[config.mk]
export PLATFORM = sky130hd
export DESIGN_NAME = lemming_track_flat
export DESIGN_NICKNAME = d
export VERILOG_FILES = /design/src/rtl/lemming_track_if.sv /design/src/rtl/lemming_track.sv /design/src/flat_wrapper.sv
export SDC_FILE = /design/constraint.sdc
export NUM_CORES = 1
export LEC_CHECK = 0
export ABC_AREA = 0
export CORE_MARGIN = 8
export CORE_UTILIZATION = 45
export CTS_CLUSTER_SIZE = 25
export DETAILED_ROUTE_END_ITERATION = 8
export PLACE_DENSITY = 0.68
export SLEW_MARGIN = 20
export SYNTH_ARGS = -nofsm -noshare
export SYNTH_HDL_FRONTEND = slang
export SYNTH_SLANG_ARGS = --single-unit
[constraint.sdc]
create_clock -name clk -period 3.5 [get_ports clk]
set_clock_uncertainty 0.2 [all_clocks]
set_input_delay 0.7 -clock clk [delete_from_list [all_inputs] [get_ports clk]]
set_output_delay 0.7 -clock clk [all_outputs]
set_load 0.02 [all_outputs]
[src/rtl/lemming_track_if.sv]
// rtl/lemming_track_if.sv - walker/world link: walk direction one way, wall bumps back
interface lemming_track_if;
  logic walk_left;
  logic walk_right;
  logic bump_left;
  logic bump_right;

  modport master (output walk_left, output walk_right, input bump_left, input bump_right);
  modport slave  (input walk_left, input walk_right, output bump_left, output bump_right);
endinterface

[src/rtl/lemming_track.sv]
// rtl/lemming_track.sv - 1-D lemming world: bounded track position, wall bumps, step strobe, error flag
module lemming_track #(
  parameter int TRACK_LEN = 16,
  parameter int POS_W     = 4,
  parameter int START_POS = 8,
  parameter int STEP_DIV  = 4,
  parameter int CNT_W     = 8
) (
  input  logic                 clk,
  input  logic                 reset,
  input  logic                 enable_i,
  lemming_track_if.slave       wif,
  output logic [POS_W-1:0]     pos_o,
  output logic                 step_pulse_o,
  output logic [CNT_W-1:0]     bounce_count_o,
  output logic                 dir_error_o
);

  localparam logic [2:0] S_IDLE   = 3'd0;
  localparam logic [2:0] S_MOVE   = 3'd1;
  localparam logic [2:0] S_BUMP_L = 3'd2;
  localparam logic [2:0] S_CHK_L  = 3'd3;
  localparam logic [2:0] S_BUMP_R = 3'd4;
  localparam logic [2:0] S_CHK_R  = 3'd5;

  localparam int DIV_W = (STEP_DIV > 1) ? $clog2(STEP_DIV) : 1;
  localparam logic [DIV_W-1:0] DIV_LAST = DIV_W'(STEP_DIV - 1);
  localparam logic [POS_W-1:0] POS_MAX  = POS_W'(TRACK_LEN - 1);
  localparam logic [POS_W-1:0] POS_INIT = POS_W'(START_POS);
  localparam logic [CNT_W-1:0] CNT_MAX  = '1;

  logic [2:0]       state_q, state_d;
  logic [POS_W-1:0] pos_q, pos_d;
  logic [DIV_W-1:0] div_q, div_d;
  logic             step_q, step_d;
  logic [CNT_W-1:0] cnt_q, cnt_d;
  logic             err_q, err_d;
  logic [CNT_W-1:0] cnt_inc;

  assign cnt_inc = (cnt_q == CNT_MAX) ? cnt_q : cnt_q + CNT_W'(1);

  always_comb begin
    state_d = state_q;
    pos_d   = pos_q;
    div_d   = div_q;
    step_d  = 1'b0;
    cnt_d   = cnt_q;
    err_d   = err_q;
    case (state_q)
      S_IDLE: begin
        if (enable_i) begin
          state_d = S_MOVE;
          div_d   = '0;
        end
      end
      S_MOVE: begin
        if (!enable_i) begin
          state_d = S_IDLE;
          div_d   = '0;
        end else if (div_q != DIV_LAST) begin
          div_d = div_q + DIV_W'(1);
        end else begin
          div_d = '0;
          // Exactly one direction must be asserted at a tick; anything else is a walker fault.
          if (wif.walk_left && !wif.walk_right) begin
            if (pos_q != '0) begin
              pos_d  = pos_q - POS_W'(1);
              step_d = 1'b1;
            end else begin
              state_d = S_BUMP_L;
              cnt_d   = cnt_inc;
            end
          end else if (wif.walk_right && !wif.walk_left) begin
            if (pos_q != POS_MAX) begin
              pos_d  = pos_q + POS_W'(1);
              step_d = 1'b1;
            end else begin
              state_d = S_BUMP_R;
              cnt_d   = cnt_inc;
            end
          end else begin
            err_d = 1'b1;
          end
        end
      end
      S_BUMP_L: state_d = S_CHK_L;
      S_BUMP_R: state_d = S_CHK_R;
      S_CHK_L, S_CHK_R: begin
        // The walker has seen the bump for one edge, so it must be heading away from the wall now.
        if (state_q == S_CHK_L) begin
          if (!(wif.walk_right && !wif.walk_left)) err_d = 1'b1;
        end else begin
          if (!(wif.walk_left && !wif.walk_right)) err_d = 1'b1;
        end
        state_d = enable_i ? S_MOVE : S_IDLE;
        div_d   = '0;
      end
      default: state_d = S_IDLE;
    endcase
  end

  always_ff @(posedge clk) begin
    if (reset) begin
      state_q <= S_IDLE;
      pos_q   <= POS_INIT;
      div_q   <= '0;
      step_q  <= 1'b0;
      cnt_q   <= '0;
      err_q   <= 1'b0;
    end else begin
      state_q <= state_d;
      pos_q   <= pos_d;
      div_q   <= div_d;
      step_q  <= step_d;
      cnt_q   <= cnt_d;
      err_q   <= err_d;
    end
  end

  assign wif.bump_left  = (state_q == S_BUMP_L);
  assign wif.bump_right = (state_q == S_BUMP_R);
  assign pos_o          = pos_q;
  assign step_pulse_o   = step_q;
  assign bounce_count_o = cnt_q;
  assign dir_error_o    = err_q;

endmodule

[src/flat_wrapper.sv]
// flat-port wrapper written by rule: the top's interface ports become plain ports
module lemming_track_flat 
#(
  parameter int TRACK_LEN = 16,
  parameter int POS_W     = 4,
  parameter int START_POS = 8,
  parameter int STEP_DIV  = 4,
  parameter int CNT_W     = 8
)
  (clk, reset, enable_i, pos_o, step_pulse_o, bounce_count_o, dir_error_o, wif_walk_left, wif_walk_right, wif_bump_left, wif_bump_right);
  lemming_track_if wif_i ();
  input  logic clk;
  input  logic reset;
  input  logic enable_i;
  output logic [POS_W-1:0] pos_o;
  output logic step_pulse_o;
  output logic [CNT_W-1:0] bounce_count_o;
  output logic dir_error_o;
  input wire logic [$bits(wif_i.walk_left)-1:0] wif_walk_left;
  input wire logic [$bits(wif_i.walk_right)-1:0] wif_walk_right;
  output wire logic [$bits(wif_i.bump_left)-1:0] wif_bump_left;
  output wire logic [$bits(wif_i.bump_right)-1:0] wif_bump_right;
  assign wif_i.walk_left = wif_walk_left;
  assign wif_i.walk_right = wif_walk_right;
  assign wif_bump_left = wif_i.bump_left;
  assign wif_bump_right = wif_i.bump_right;
  lemming_track #(.TRACK_LEN(TRACK_LEN), .POS_W(POS_W), .START_POS(START_POS), .STEP_DIV(STEP_DIV), .CNT_W(CNT_W)) u_core (.clk(clk), .reset(reset), .enable_i(enable_i), .wif(wif_i), .pos_o(pos_o), .step_pulse_o(step_pulse_o), .bounce_count_o(bounce_count_o), .dir_error_o(dir_error_o));
endmodule
==> impl_metrics.tcl, run 1 <==
set metrics [dict create \
    cts_max_level 1 \
    viasPerCell 5.824 \
    postCtsSetupRepairBufs 0 \
    finalHoldViolations 0 \
    synthFlopType "dfxtp_1" \
    coreArea_um2 2455 \
    ctsLongestPathBuffers 2 \
    fp.dieW_um 66.85 \
    holdPathStages 1 \
    maxCapViolations 0 \
    drtPass1Iterations 4 \
    holdCritStartpoint "u_core.dir_error_o$_SDFFE_PP0P_" \
    power_density_nw_per_um2 265.8 \
    worstMarginPinSlew_ns 0.5439 \
    synth_xor_area_share_pct 1.505 \
    track_usage_pct 13.44 \
    synth_top_area_share_pct 32.69 \
    end_kind "register" \
    grt_pass1_vias 1001 \
    grt_pass1_wl_mm 4.698 \
    rows 18 \
    cp_data_arrival_time_ns 2.90 \
    vias 1060 \
    synth_enable_flop_cells 0 \
    io_pins 21 \
    yosys-top-cells-area "dfxtp_1, a21oi_1, ha_1, nand3_1, o21ai_0" \
    fin_cells 182 \
    start_util_pct 47.40 \
    outcome "finished clean" \
    setup.worst_path.start_class "input port" \
    clock_tree.root_cell "clkbuf_4" \
    dieArea_um2 4469 \
    cts.repair.resized 0 \
    min_to "u_core.dir_error_o$_SDFFE_PP0P_" \
    synth-simple-area-share_pct 30.11 \
    max_stage_delay_ns 0.52 \
    rsz0062_at_grt "false" \
    die_y_um 66.85 \
    grt_start_max_net_pins 16 \
    portBuffers 20 \
    drtIter0Drc 63 \
    yosys_warnings 0 \
    r2r_slack_ns 1.42 \
    cts_buffers 3 \
    drive_above_1_share_pct 8.553 \
    post-place-cells 178 \
    rr_startpoint "u_core.div_q[0]$_SDFFE_PP0P_" \
    path_max_fanout 13 \
    hold_buffers 0 \
    gp_congestion 0.7573 \
    p_leak_nw 0.4876 \
    setup_tns_ns 0 \
    clock_latency_ns 0.30 \
    cts_tree "yes" \
    antenna_cells 0 \
    fin_total_pwr_uw 371.2 \
    slew_headroom_pct 63.62 \
    clock-sinks 19 \
    setup_viol 0 \
    required_ns 3.53 \
    drc 0 \
    yosys_register_bits 19 \
    synthArstFlopShare_pct 0 \
    synthMuxAreaShare_pct 0.8602 \
    slowest_stage "or4_1" \
    n_fill_cell 238 \
    path_clk_slew_ns 0.11 \
    min_period_over_period_pct 81.93 \
    layout.nets 164 \
    grt_overflow_total 0 \
    crit_chain "clkdlybuf4s50_1 > inv_1 > ha_1 > and4b_2 > a22o_2 > or4_1 > a21oi_1" \
    mappedNetlistArea_um2 1164 \
    synth_fa_ha_area_share_pct 6.452 \
    syn_inst 134 \
    cp.depth 7 \
    ys_seq_area_share_pct 32.69 \
    synth_top_family_by_area "simple AND/OR/NAND/NOR gates" \
    fmax_ghz 0.3487 \
    synth_commonest_cells "dfxtp_1, a21oi_1, nand3_1, nor2_1" \
    final-max-slew-violation-count 0 \
    path_class "input port to register" \
    irDropWorstVdd_mv 0.2368 \
    synth_compound_area_share_pct 23.66 \
    synth_largest_area_cell "dfxtp_1" \
    worst_r2r_endpoint "u_core.bounce_count_o[3]$_SDFFE_PP0P_" \
    antenna_found_initial 0 \
    syn_to_final_growth_pct 20.00 \
    hp-class "register to register" \
    path_delay_family "simple AND/OR/NAND/NOR gates" \
    wirelength_mm 2.794 \
    period_minus_slack_ns 2.867 \
    synth_cell_types 46 \
    syn-num-nets 145 \
    routedWlPerCell_um 15.35 \
    ff2ff_path_depth 5 \
    syn_area_per_cell_um2 8.684 \
    cp.buffers_inverters 2 \
    hpwl_mm 2.085 \
    ant_nets 0 \
    synth.most_common_cell "dfxtp_1" \
]
[worst register-to-register path, delay by kind of cell (launching register included)]
kind | cells | cell delay [ns]
fa+ha+maj | 1 | 0.24
simple gates | 2 | 0.82
compound gates | 2 | 0.39
flops | 1 | 0.37
[final cells by class]
type / instances / area, um^2 / area share, %
timing repair buffer: 20 / 200.2 / 14.34
tap: 30 / 37.54 / 2.688
sequential: 19 / 380.4 / 27.24
multi-input combinational: 103 / 728.2 / 52.15
clock buffer: 3 / 22.52 / 1.613
inverter: 6 / 22.52 / 1.613
clock inverter: 1 / 5.005 / 0.3584
[per-stage QoR]
stage               cell area, um^2  setup slack (ns)  util (%)  hold slack (ns)
floorplan                      1164             1.075         -           0.2695
global placement               1369            0.4140     55.76           0.2531
detailed placement             1369            0.3427     55.76           0.2732
CTS                            1396            0.6619     56.88           0.3010
global route                   1396            0.5688     56.88           0.3262
finish                         1396            0.6325     56.88           0.2961
[kinds of logic after synthesis]
kind of cell | count (synthesis)
AO/OA/AOI/OAI | 41
adder cells (fa/ha/maj) | 6
XOR/XNOR | 2
multiplexers | 1
buffers and inverters | 12
AND/OR/NAND/NOR | 53
flip-flops | 19
[layer usage]
layer / wire, um / global-route usage (%)
met5: 0 / 0
met4: 15 / 3.916
met3: 132 / 5.369
met2: 1299 / 21.15
met1: 1346 / 16.44
[layout by cell type, fill, tap and decap left out, types with 2 or more instances in the layout]
master / count
nor2_1: 7
inv_1: 6
nor3_1: 2
clkbuf_4: 3
nor3b_1: 4
nand4_1: 3
o31ai_1: 4
dfxtp_1: 19
nor2b_1: 3
or3_1: 2
clkdlybuf4s50_1: 20
o21ai_0: 6
nand2_1: 2
a22oi_1: 2
nand3_1: 7
nand2b_1: 4
ha_1: 6
and3_1: 4
or4_1: 4
nor4_1: 2
xor2_1: 2
a21oi_1: 16
[where the power goes]
group | internal [mW] | total [mW] | switching [mW]
logic | 0.0174 | 0.0386 | 0.0213
clock network | 0.0425 | 0.110 | 0.0671
registers | 0.219 | 0.223 | 0.00426
[how the worst max path moves through the flow]
stage / start / end / slack, ns
2_1_floorplan: wif_walk_right / u_core.pos_o[2]$_SDFFE_PP0P_ / 1.08
3_3_place_gp: wif_walk_left / u_core.pos_o[2]$_SDFFE_PP0P_ / 0.41
3_5_place_dp: wif_walk_right / u_core.pos_o[2]$_SDFFE_PP0P_ / 0.34
4_1_cts: wif_walk_right / u_core.pos_o[2]$_SDFFE_PP0P_ / 0.66
5_1_grt: wif_walk_right / u_core.pos_o[2]$_SDFFE_PP0P_ / 0.57
6_report: wif_walk_right / u_core.pos_o[2]$_SDFFE_PP0P_ / 0.63
[flip-flops by register name, summed over array words and instances (netlist names)]
register	flops
u_core.pos_o	4
u_core.state_q	3
u_core.step_pulse_o	1
u_core.dir_error_o	1
u_core.div_q	2
u_core.bounce_count_o	8
No activity file was read; power rests on OpenSTA's default activity.
==> inputs of run 2 (changes only) <==
==> constraint.sdc (replaced) <==
create_clock -name clk -period 2.68 [get_ports clk]
set_clock_uncertainty 0.2 [all_clocks]
set_input_delay 0.536 -clock clk [delete_from_list [all_inputs] [get_ports clk]]
set_output_delay 0.536 -clock clk [all_outputs]
set_load 0.02 [all_outputs]
==> run 2 against run 1 <==
  * Clock-buffer cell count is 1 higher
  * Hold slack got worse by 0.014 ns
  * Worst setup slack got worse by 0.45 ns
  * Critical path depth decreased by 5
  * Highest routed layer unchanged
==> impl_metrics.tcl, run 2 (same netlist as run 1, synthesis figures left out) <==
set metrics [dict create \
    hpwl_mm 2.189 \
    drtIter0Drc 56 \
    setup_viol 0 \
    worstMarginPinSlew_ns 0.4694 \
    slew_headroom_pct 68.30 \
    start_util_pct 47.40 \
    clock_tree.root_cell "clkbuf_4" \
    die_y_um 66.85 \
    min_period_over_period_pct 93.36 \
    n_fill_cell 227 \
    vias 1140 \
    irDropWorstVdd_mv 0.2251 \
    final-max-slew-violation-count 0 \
    final_area_um2 1490 \
    hp-class "register to register" \
    viasPerCell 5.907 \
    max_stage_delay_ns 0.66 \
    portBuffers 20 \
    maxCapViolations 0 \
    cp.buffers_inverters 1 \
    drive_above_1_share_pct 14.11 \
    finalWorstSetupSlack_ns 0.1780 \
    routedWlPerCell_um 15.23 \
    path_class "register to primary output" \
    antenna_found_initial 0 \
    finalHoldViolations 0 \
    p_leak_nw 0.5390 \
    cts.repair.resized 0 \
    cts_buffers 3 \
    slowest_stage "clkdlybuf4s50_1" \
    end_kind "primary output" \
    fin_total_pwr_uw 491.9 \
    grt_start_max_net_pins 15 \
    setup.worst_path.start_class "register" \
    outcome "finished clean" \
    power_density_nw_per_um2 330.1 \
    coreArea_um2 2455 \
    drc 0 \
    ctsLongestPathBuffers 2 \
    multi_input_area_um2 728.2 \
    fp.dieW_um 66.85 \
    layout.nets 175 \
    largest_reg_flops 8 \
    wirelength_mm 2.940 \
    seqCellArea_um2 380.4 \
    fmax_ghz 0.3997 \
    period_minus_slack_ns 2.502 \
    grt_overflow_total 0 \
    track_usage_pct 13.80 \
    grt_pass1_wl_mm 4.954 \
    rsz0062_at_grt "false" \
    path_max_fanout 12 \
    required_ns 1.94 \
    cts_tree "yes" \
    antenna_cells 0 \
    crit_chain "nor3b_1 > clkdlybuf4s50_1" \
    post-place-ws_ns -0.06706 \
    rows 18 \
    clock_latency_ns 0.29 \
    clock-sinks 19 \
    gp_congestion 0.8540 \
    drtPass1Iterations 4 \
    setup_tns_ns 0 \
    ant_nets 0 \
    cp_data_arrival_time_ns 1.77 \
    io_pins 21 \
    hold_buffers 0 \
    grt_pass1_vias 1087 \
    final_common_cell "clkdlybuf4s50_1" \
    path_delay_family "buffers and inverters" \
    syn_to_final_growth_pct 28.06 \
    dpl_cell_area_um2 1464 \
    final_cell_mix "clkdlybuf4s50_1, dfxtp_1, a21oi_1" \
    dieArea_um2 4469 \
    path_clk_slew_ns 0.11 \
    cts_max_level 1 \
    postCtsSetupRepairBufs 0 \
]
run 2: layout make-up:
| class | count | area share (%) |
|---|---|---|
| clock buffer | 4 | 1.763 |
| inverter | 6 | 1.511 |
| multi-input combinational | 103 | 48.87 |
| sequential | 19 | 25.52 |
| tap | 30 | 2.519 |
| timing repair buffer | 31 | 19.82 |
run 2: final timing paths:
| kind | from | end | slack [ns] | cells past startpoint |
|---|---|---|---|---|
| worst max-delay path | u_core.state_q[1]$_SDFFE_PP0P_ | wif_bump_left | 0.18 | 2 |
| worst min-delay path | u_core.dir_error_o$_SDFFE_PP0P_ | u_core.dir_error_o$_SDFFE_PP0P_ | 0.28 | 1 |
| worst max register to register | u_core.div_q[0]$_SDFFE_PP0P_ | u_core.bounce_count_o[4]$_SDFFE_PP0P_ | 0.68 | 5 |
| worst min register to register | u_core.dir_error_o$_SDFFE_PP0P_ | u_core.dir_error_o$_SDFFE_PP0P_ | 0.28 | 1 |
run 2: power by group:
group	switching, mW	internal, mW
combinational	0.0279	0.0263
sequential	0.00554	0.286
clock	0.0887	0.0578
run 2: routing by layer:
layer  share of wire, %  vias to the layer above  global-route usage, %
li1                   -                      573                      -
met1                 45                      551                  16.88
met2                 50                       14                  23.42
met3                5.0                        2                  3.691
met4               0.44                        0                  3.133
met5                  0                        -                      0
run 2: metrics by stage:
step | util [%] | hold slack [ns] | instances
finish | 60.70 | 0.2825 | 193
global route | 60.70 | 0.3135 | 193
CTS | 60.70 | 0.2846 | 193
detailed placement | 59.63 | 0.2566 | 189
global placement | 59.63 | 0.2553 | 189
floorplan | - | 0.2695 | 134
==> inputs of run 3 (changes only) <==
--- a/config.mk
+++ b/config.mk
@@ -10,6 +10,7 @@
 export CORE_UTILIZATION = 45
 export CTS_CLUSTER_SIZE = 25
 export DETAILED_ROUTE_END_ITERATION = 8
+export HOLD_SLACK_MARGIN = 0.06
 export PLACE_DENSITY = 0.68
 export SLEW_MARGIN = 20
 export SYNTH_ARGS = -nofsm -noshare
==> results of run 3 <==
No change in the layout: final DEF, timing and power equal those of run 2.
